[config.mk]
export PLATFORM = sky130hd
export DESIGN_NAME = if_stage_flat
export DESIGN_NICKNAME = d
export VERILOG_FILES = /design/src/rtl/if_stage_if.sv /design/src/rtl/if_stage.sv /design/src/flat_wrapper.sv
export SDC_FILE = /design/constraint.sdc
export NUM_CORES = 1
export LEC_CHECK = 0
export BUFFER_PORTS_ARGS = -buffer_cell sky130_fd_sc_hd__buf_2
export CAP_MARGIN = 20
export CORE_ASPECT_RATIO = 1.4
export CORE_MARGIN = 4
export CORE_UTILIZATION = 52
export CTS_BUF_LIST = sky130_fd_sc_hd__clkbuf_16
export DETAILED_ROUTE_END_ITERATION = 10
export GPL_TIMING_DRIVEN = 0
export HOLD_SLACK_MARGIN = 0.08
export PLACE_DENSITY_LB_ADDON = 0.08
export SYNTH_ARGS = -nofsm -noshare
export SYNTH_HDL_FRONTEND = slang
export SYNTH_SLANG_ARGS = --single-unit
[constraint.sdc]
create_clock -name clk -period 3 [get_ports clk]
set_clock_uncertainty 0.1 [all_clocks]
set_input_delay 0.6 -clock clk [delete_from_list [all_inputs] [get_ports clk]]
set_output_delay 0.6 -clock clk [all_outputs]
set_load 0.005 [all_outputs]
[src/rtl/if_stage_if.sv]
// IF-stage bus: instruction-memory port, ID-stage control inputs, IF/ID outputs and perf counters.
// master = the fetch stage, slave = the surrounding pipeline / memory.
interface if_stage_if;
  logic [31:0] imem_addr;
  logic [31:0] imem_data;
  logic [31:0] if_instr;
  logic [31:0] id_instr;
  logic [31:0] id_pc4;
  logic        id_valid;
  logic        wpcir;
  logic        branch;
  logic        jump;
  logic [31:0] perf_cycles;
  logic [31:0] perf_stalls;
  logic [31:0] perf_flushes;

  modport master (
    input  imem_data, wpcir, branch, jump,
    output imem_addr, if_instr, id_instr, id_pc4, id_valid,
           perf_cycles, perf_stalls, perf_flushes
  );

  modport slave (
    output imem_data, wpcir, branch, jump,
    input  imem_addr, if_instr, id_instr, id_pc4, id_valid,
           perf_cycles, perf_stalls, perf_flushes
  );
endinterface

[src/rtl/if_stage.sv]
// Instruction fetch + IF/ID register with load-use stall and ID-resolved beq/j redirect (no delay slot).
// Optional performance counters are built when IF_PERF_CNT_EN is defined.
module if_stage #(
  parameter logic [31:0] RESET_PC  = 32'h0000_0000,
  parameter logic [31:0] NOP_INSTR = 32'h0000_0000
) (
  input  logic        clk,
  input  logic        rst,
  if_stage_if.master  bus
);

  logic [31:0] pc_p0;
  logic [31:0] pc4_p0;
  logic [31:0] next_pc_p0;
  logic [31:0] instr_p1;
  logic [31:0] pc4_p1;
  logic        vld_p1;

  function automatic logic [31:0] branch_target(input logic [31:0] pc4, input logic [31:0] instr);
    logic signed [31:0] offset;
    offset = {{14{instr[15]}}, instr[15:0], 2'b00};
    return pc4 + $unsigned(offset);
  endfunction

  function automatic logic [31:0] jump_target(input logic [31:0] pc4, input logic [31:0] instr);
    return {pc4[31:28], instr[25:0], 2'b00};
  endfunction

  assign pc4_p0 = pc_p0 + 32'd4;

  // Targets come from the instruction currently held in IF/ID
  always_comb begin
    next_pc_p0 = pc4_p0;
    if (bus.branch)
      next_pc_p0 = bus.jump ? jump_target(pc4_p1, instr_p1) : branch_target(pc4_p1, instr_p1);
  end

  // IF -> ID boundary; a stall freezes everything, so a redirect raised during it is ignored
  always_ff @(posedge clk or negedge rst) begin
    if (!rst) begin
      pc_p0    <= RESET_PC;
      instr_p1 <= NOP_INSTR;
      pc4_p1   <= 32'h0000_0000;
      vld_p1   <= 1'b0;
    end else if (!bus.wpcir) begin
      pc_p0  <= next_pc_p0;
      pc4_p1 <= pc4_p0;
      if (bus.branch) begin
        instr_p1 <= NOP_INSTR;
        vld_p1   <= 1'b0;
      end else begin
        instr_p1 <= bus.imem_data;
        vld_p1   <= 1'b1;
      end
    end
  end

  assign bus.imem_addr = pc_p0;
  assign bus.if_instr  = bus.imem_data;
  assign bus.id_instr  = instr_p1;
  assign bus.id_pc4    = pc4_p1;
  assign bus.id_valid  = vld_p1;

`ifdef IF_PERF_CNT_EN
  logic [31:0] cycles_cnt;
  logic [31:0] stalls_cnt;
  logic [31:0] flushes_cnt;

  always_ff @(posedge clk or negedge rst) begin
    if (!rst) begin
      cycles_cnt  <= 32'd0;
      stalls_cnt  <= 32'd0;
      flushes_cnt <= 32'd0;
    end else begin
      cycles_cnt <= cycles_cnt + 32'd1;
      if (bus.wpcir)
        stalls_cnt <= stalls_cnt + 32'd1;
      if (bus.branch && !bus.wpcir)
        flushes_cnt <= flushes_cnt + 32'd1;
    end
  end

  assign bus.perf_cycles  = cycles_cnt;
  assign bus.perf_stalls  = stalls_cnt;
  assign bus.perf_flushes = flushes_cnt;
`else
  assign bus.perf_cycles  = 32'd0;
  assign bus.perf_stalls  = 32'd0;
  assign bus.perf_flushes = 32'd0;
`endif

endmodule

[src/flat_wrapper.sv]
// flat-port wrapper written by rule: the top's interface ports become plain ports
module if_stage_flat 
#(
  parameter logic [31:0] RESET_PC  = 32'h0000_0000,
  parameter logic [31:0] NOP_INSTR = 32'h0000_0000
)
  (clk, rst, bus_imem_data, bus_wpcir, bus_branch, bus_jump, bus_imem_addr, bus_if_instr, bus_id_instr, bus_id_pc4, bus_id_valid, bus_perf_cycles, bus_perf_stalls, bus_perf_flushes);
  if_stage_if bus_i ();
  input  logic clk;
  input  logic rst;
  input wire logic [$bits(bus_i.imem_data)-1:0] bus_imem_data;
  input wire logic [$bits(bus_i.wpcir)-1:0] bus_wpcir;
  input wire logic [$bits(bus_i.branch)-1:0] bus_branch;
  input wire logic [$bits(bus_i.jump)-1:0] bus_jump;
  output wire logic [$bits(bus_i.imem_addr)-1:0] bus_imem_addr;
  output wire logic [$bits(bus_i.if_instr)-1:0] bus_if_instr;
  output wire logic [$bits(bus_i.id_instr)-1:0] bus_id_instr;
  output wire logic [$bits(bus_i.id_pc4)-1:0] bus_id_pc4;
  output wire logic [$bits(bus_i.id_valid)-1:0] bus_id_valid;
  output wire logic [$bits(bus_i.perf_cycles)-1:0] bus_perf_cycles;
  output wire logic [$bits(bus_i.perf_stalls)-1:0] bus_perf_stalls;
  output wire logic [$bits(bus_i.perf_flushes)-1:0] bus_perf_flushes;
  assign bus_i.imem_data = bus_imem_data;
  assign bus_i.wpcir = bus_wpcir;
  assign bus_i.branch = bus_branch;
  assign bus_i.jump = bus_jump;
  assign bus_imem_addr = bus_i.imem_addr;
  assign bus_if_instr = bus_i.if_instr;
  assign bus_id_instr = bus_i.id_instr;
  assign bus_id_pc4 = bus_i.id_pc4;
  assign bus_id_valid = bus_i.id_valid;
  assign bus_perf_cycles = bus_i.perf_cycles;
  assign bus_perf_stalls = bus_i.perf_stalls;
  assign bus_perf_flushes = bus_i.perf_flushes;
  if_stage #(.RESET_PC(RESET_PC), .NOP_INSTR(NOP_INSTR)) u_core (.clk(clk), .rst(rst), .bus(bus_i));
endmodule
==> results.txt <==
Outcome - finished clean
Nets - 1263
Worst slew pin tran - 795 ps
Area Overhead vs Synth - 24.3%
Critical path peak fanout - 19
Worst VDD drop - 0.000274 V
WHS - 154 ps
Crit share post-route - 0.992
Critical Path AT - 3170 ps
Min Tclk post-route - 2970 ps
CTS Buf Count - 9
Req. time, crit path - 3190 ps
# H-tree levels - 3
Final ANT Viol Nets - 0
Hold crit path type - in -> async
Register-to-Register Setup Slack - 30 ps
R2r startpoint - u_core.bus.id_instr[15]
Ys Warns - 0
Startpoint Class - flip-flop
Most frequent cell after synthesis - nand2_1
Vias in the first global route - 7343
Residual DRC - 0
Via count - 7624
Iteration-0 DRC Markers - 530
MaxCap Viol Count - 0
# diodes - 0
Mapped Cells - 927
Area contributors post-synth - dfrtp_1 32%, buf_4 13%, o21ai_0 6.9%
Post-Syn Area - 7530 µm²
Reg2reg path depth - 9
Fin cells - 1385
CTS Hold Bufs - 0
Max-slew violations - 0
Sequential area share after synthesis - 0.322
Fmax - 336 MHz
Ys flop type - dfrtp_1
Cell taking the most area after synthesis - dfrtp_1
Via-to-Cell Ratio - 5.50
Util after Layout - 0.667
Synth top area share - 0.322
CTS tree - yes
RePlAce Congestion - 1.00
CTS root buffer - clkbuf_16
Netlist cell types - 69
Wire per inst - 18.5 µm
HPWL after DPL - 20000 µm
Die height - 150 µm
Top cells by count, synth - 134 x nand2_1, 130 x buf_4, 104 x o21ai_0
Post-synth EDFFs - 0
Setup_tns - 0 ps
Detailed Routing Iterations Pass 1 - 5
Share of cells above drive strength 1 - 0.293
Slew HR - 0.470
WL final - 25600 µm
Number of I/O port buffers - 165
Core ar. - 14000 µm²
Initial Utilization - 0.536
RSZ-0062 raised after global routing - true
Critical path endpoint category - flip-flop
Pwr Density - 569 nW/µm²
Ports - 262
P_leak - 4.72 nW
Final-report hold violation count - 0
Chip width - 110 µm
#FFs+latches synth - 97
Worst-Skew Late Latency - 360 ps
Die Area - 16500 µm²
Initial antenna violation count - 0
Largest net degree at the start of global routing - 54
Synth Area per Inst - 8.12 µm²
Rows - 51
CTS Buffer Depth - 2
Reg clk slew, reported paths - 80 ps
Grt ovf - 0
First-pass GRT wire length - 38800 µm
Global Route Usage Sum - 0.307
Final setup vio count - 0
FF-to-FF End - u_core.bus.imem_addr[31]
Synth async-reset ratio - 1.00
Crit path kind - reg -> reg
Total clock sinks - 97
# placed instances - 1373
==> how the worst max path moves through the flow <==
stage / start / end
after floorplan: u_core.bus.imem_addr[9] / u_core.bus.imem_addr[28]
after global placement: u_core.bus.id_instr[15] / u_core.bus.imem_addr[30]
after detailed placement: u_core.bus.id_instr[15] / u_core.bus.imem_addr[30]
after CTS: u_core.bus.imem_addr[11] / u_core.bus.imem_addr[28]
after global routing: u_core.bus.id_instr[15] / u_core.bus.imem_addr[31]
final: u_core.bus.id_instr[15] / u_core.bus.imem_addr[31]
==> stage by stage <==
step                setup WS [ps]  power, W  instance area, µm²
detailed placement           -403   0.00402                8970
floorplan                     168   0.00319                7890
global placement             -433   0.00399                8940
global route                 -169   0.00565                9360
CTS                          4.48   0.00529                9340
finish                       25.2   0.00532                9360
==> sequential cells by signal, indices dropped and copies added (netlist names) <==
| register | flops |
|---|---|
| u_core.bus.id_valid | 1 |
| u_core.bus.id_pc4 | 32 |
| u_core.bus.id_instr | 32 |
| u_core.bus.imem_addr | 32 |
==> routing by layer <==
| metal | global-route usage | part of all wire | vias to the layer above |
|---|---|---|---|
| met5 | 0 | 0 | - |
| met4 | 0.150 | 0.048 | 0 |
| met3 | 0.0549 | 0.078 | 75 |
| met2 | 0.522 | 0.50 | 385 |
| met1 | 0.371 | 0.37 | 3565 |
| li1 | - | - | 3599 |
==> repair_timing <==
item / in CTS / in global routing
setup buffers: 1 / 1
pin swaps: 1 / 2
gates resized for setup: 14 / 11
setup endpoints to repair: 8 / 12
==> cell type report <==
cell class	instances	area, µm²
Buffer	179	1190
Timing Repair Buffer	168	871
Inverter	8	30.0
Clock inverter	7	81.3
Fill cell	1278	4680
Tap cell	185	231
Clock buffer	9	225
Sequential cell	97	2440
Multi-Input combinational cell	732	4290
==> cells by family after synthesis <==
| kind of cell | after synthesis | synth area share |
|---|---|---|
| compound gates | 262 | 0.214 |
| xor+xnor | 49 | 0.0570 |
| fa+ha+maj | 31 | 0.0525 |
| buf+inv | 193 | 0.164 |
| flops | 97 | 0.322 |
| mux | 11 | 0.0153 |
| other cells | 1 | 0.000498 |
| simple gates | 283 | 0.174 |
==> power by group <==
| part | internal (W) | switching (W) | total, W |
|---|---|---|---|
| sequential | 0.00157 | 0.000368 | 0.00194 |
| combinational | 0.000925 | 0.00121 | 0.00214 |
| clock | 0.000665 | 0.000581 | 0.00125 |
| total | 0.00316 | 0.00216 | 0.00532 |
==> cells in the final DEF (no fill, tap or decap), types with 5 or more instances in the layout <==
cell type,instances
buf_2,166
nand2_1,134
buf_4,133
o21ai_0,103
conb_1,96
dfrtp_1,92
nor2_1,55
a21oi_1,54
clkbuf_1,38
ha_1,30
xnor2_1,26
xor2_1,23
nand3_1,16
nand4_1,15
and3_1,14
a21o_1,13
a31oi_1,12
nor3_1,9
clkbuf_16,9
inv_1,7
mux2i_1,7
o221ai_1,7
o21a_1,6
nand2b_1,5
o21bai_1,5
or3_1,5
a211oi_1,5
o211ai_1,5
a22oi_1,5
==> critical path, stage by stage (launching register included) <==
cell	delay (ps)
dfrtp_4	600
ha_1	310
clkbuf_1	220
a21oi_1	250
o21ai_0	170
a221oi_1	250
a21boi_0	150
or4_1	510
a211oi_1	230
nand3b_1	130
Note: power is estimated with default switching activity, not from simulation.
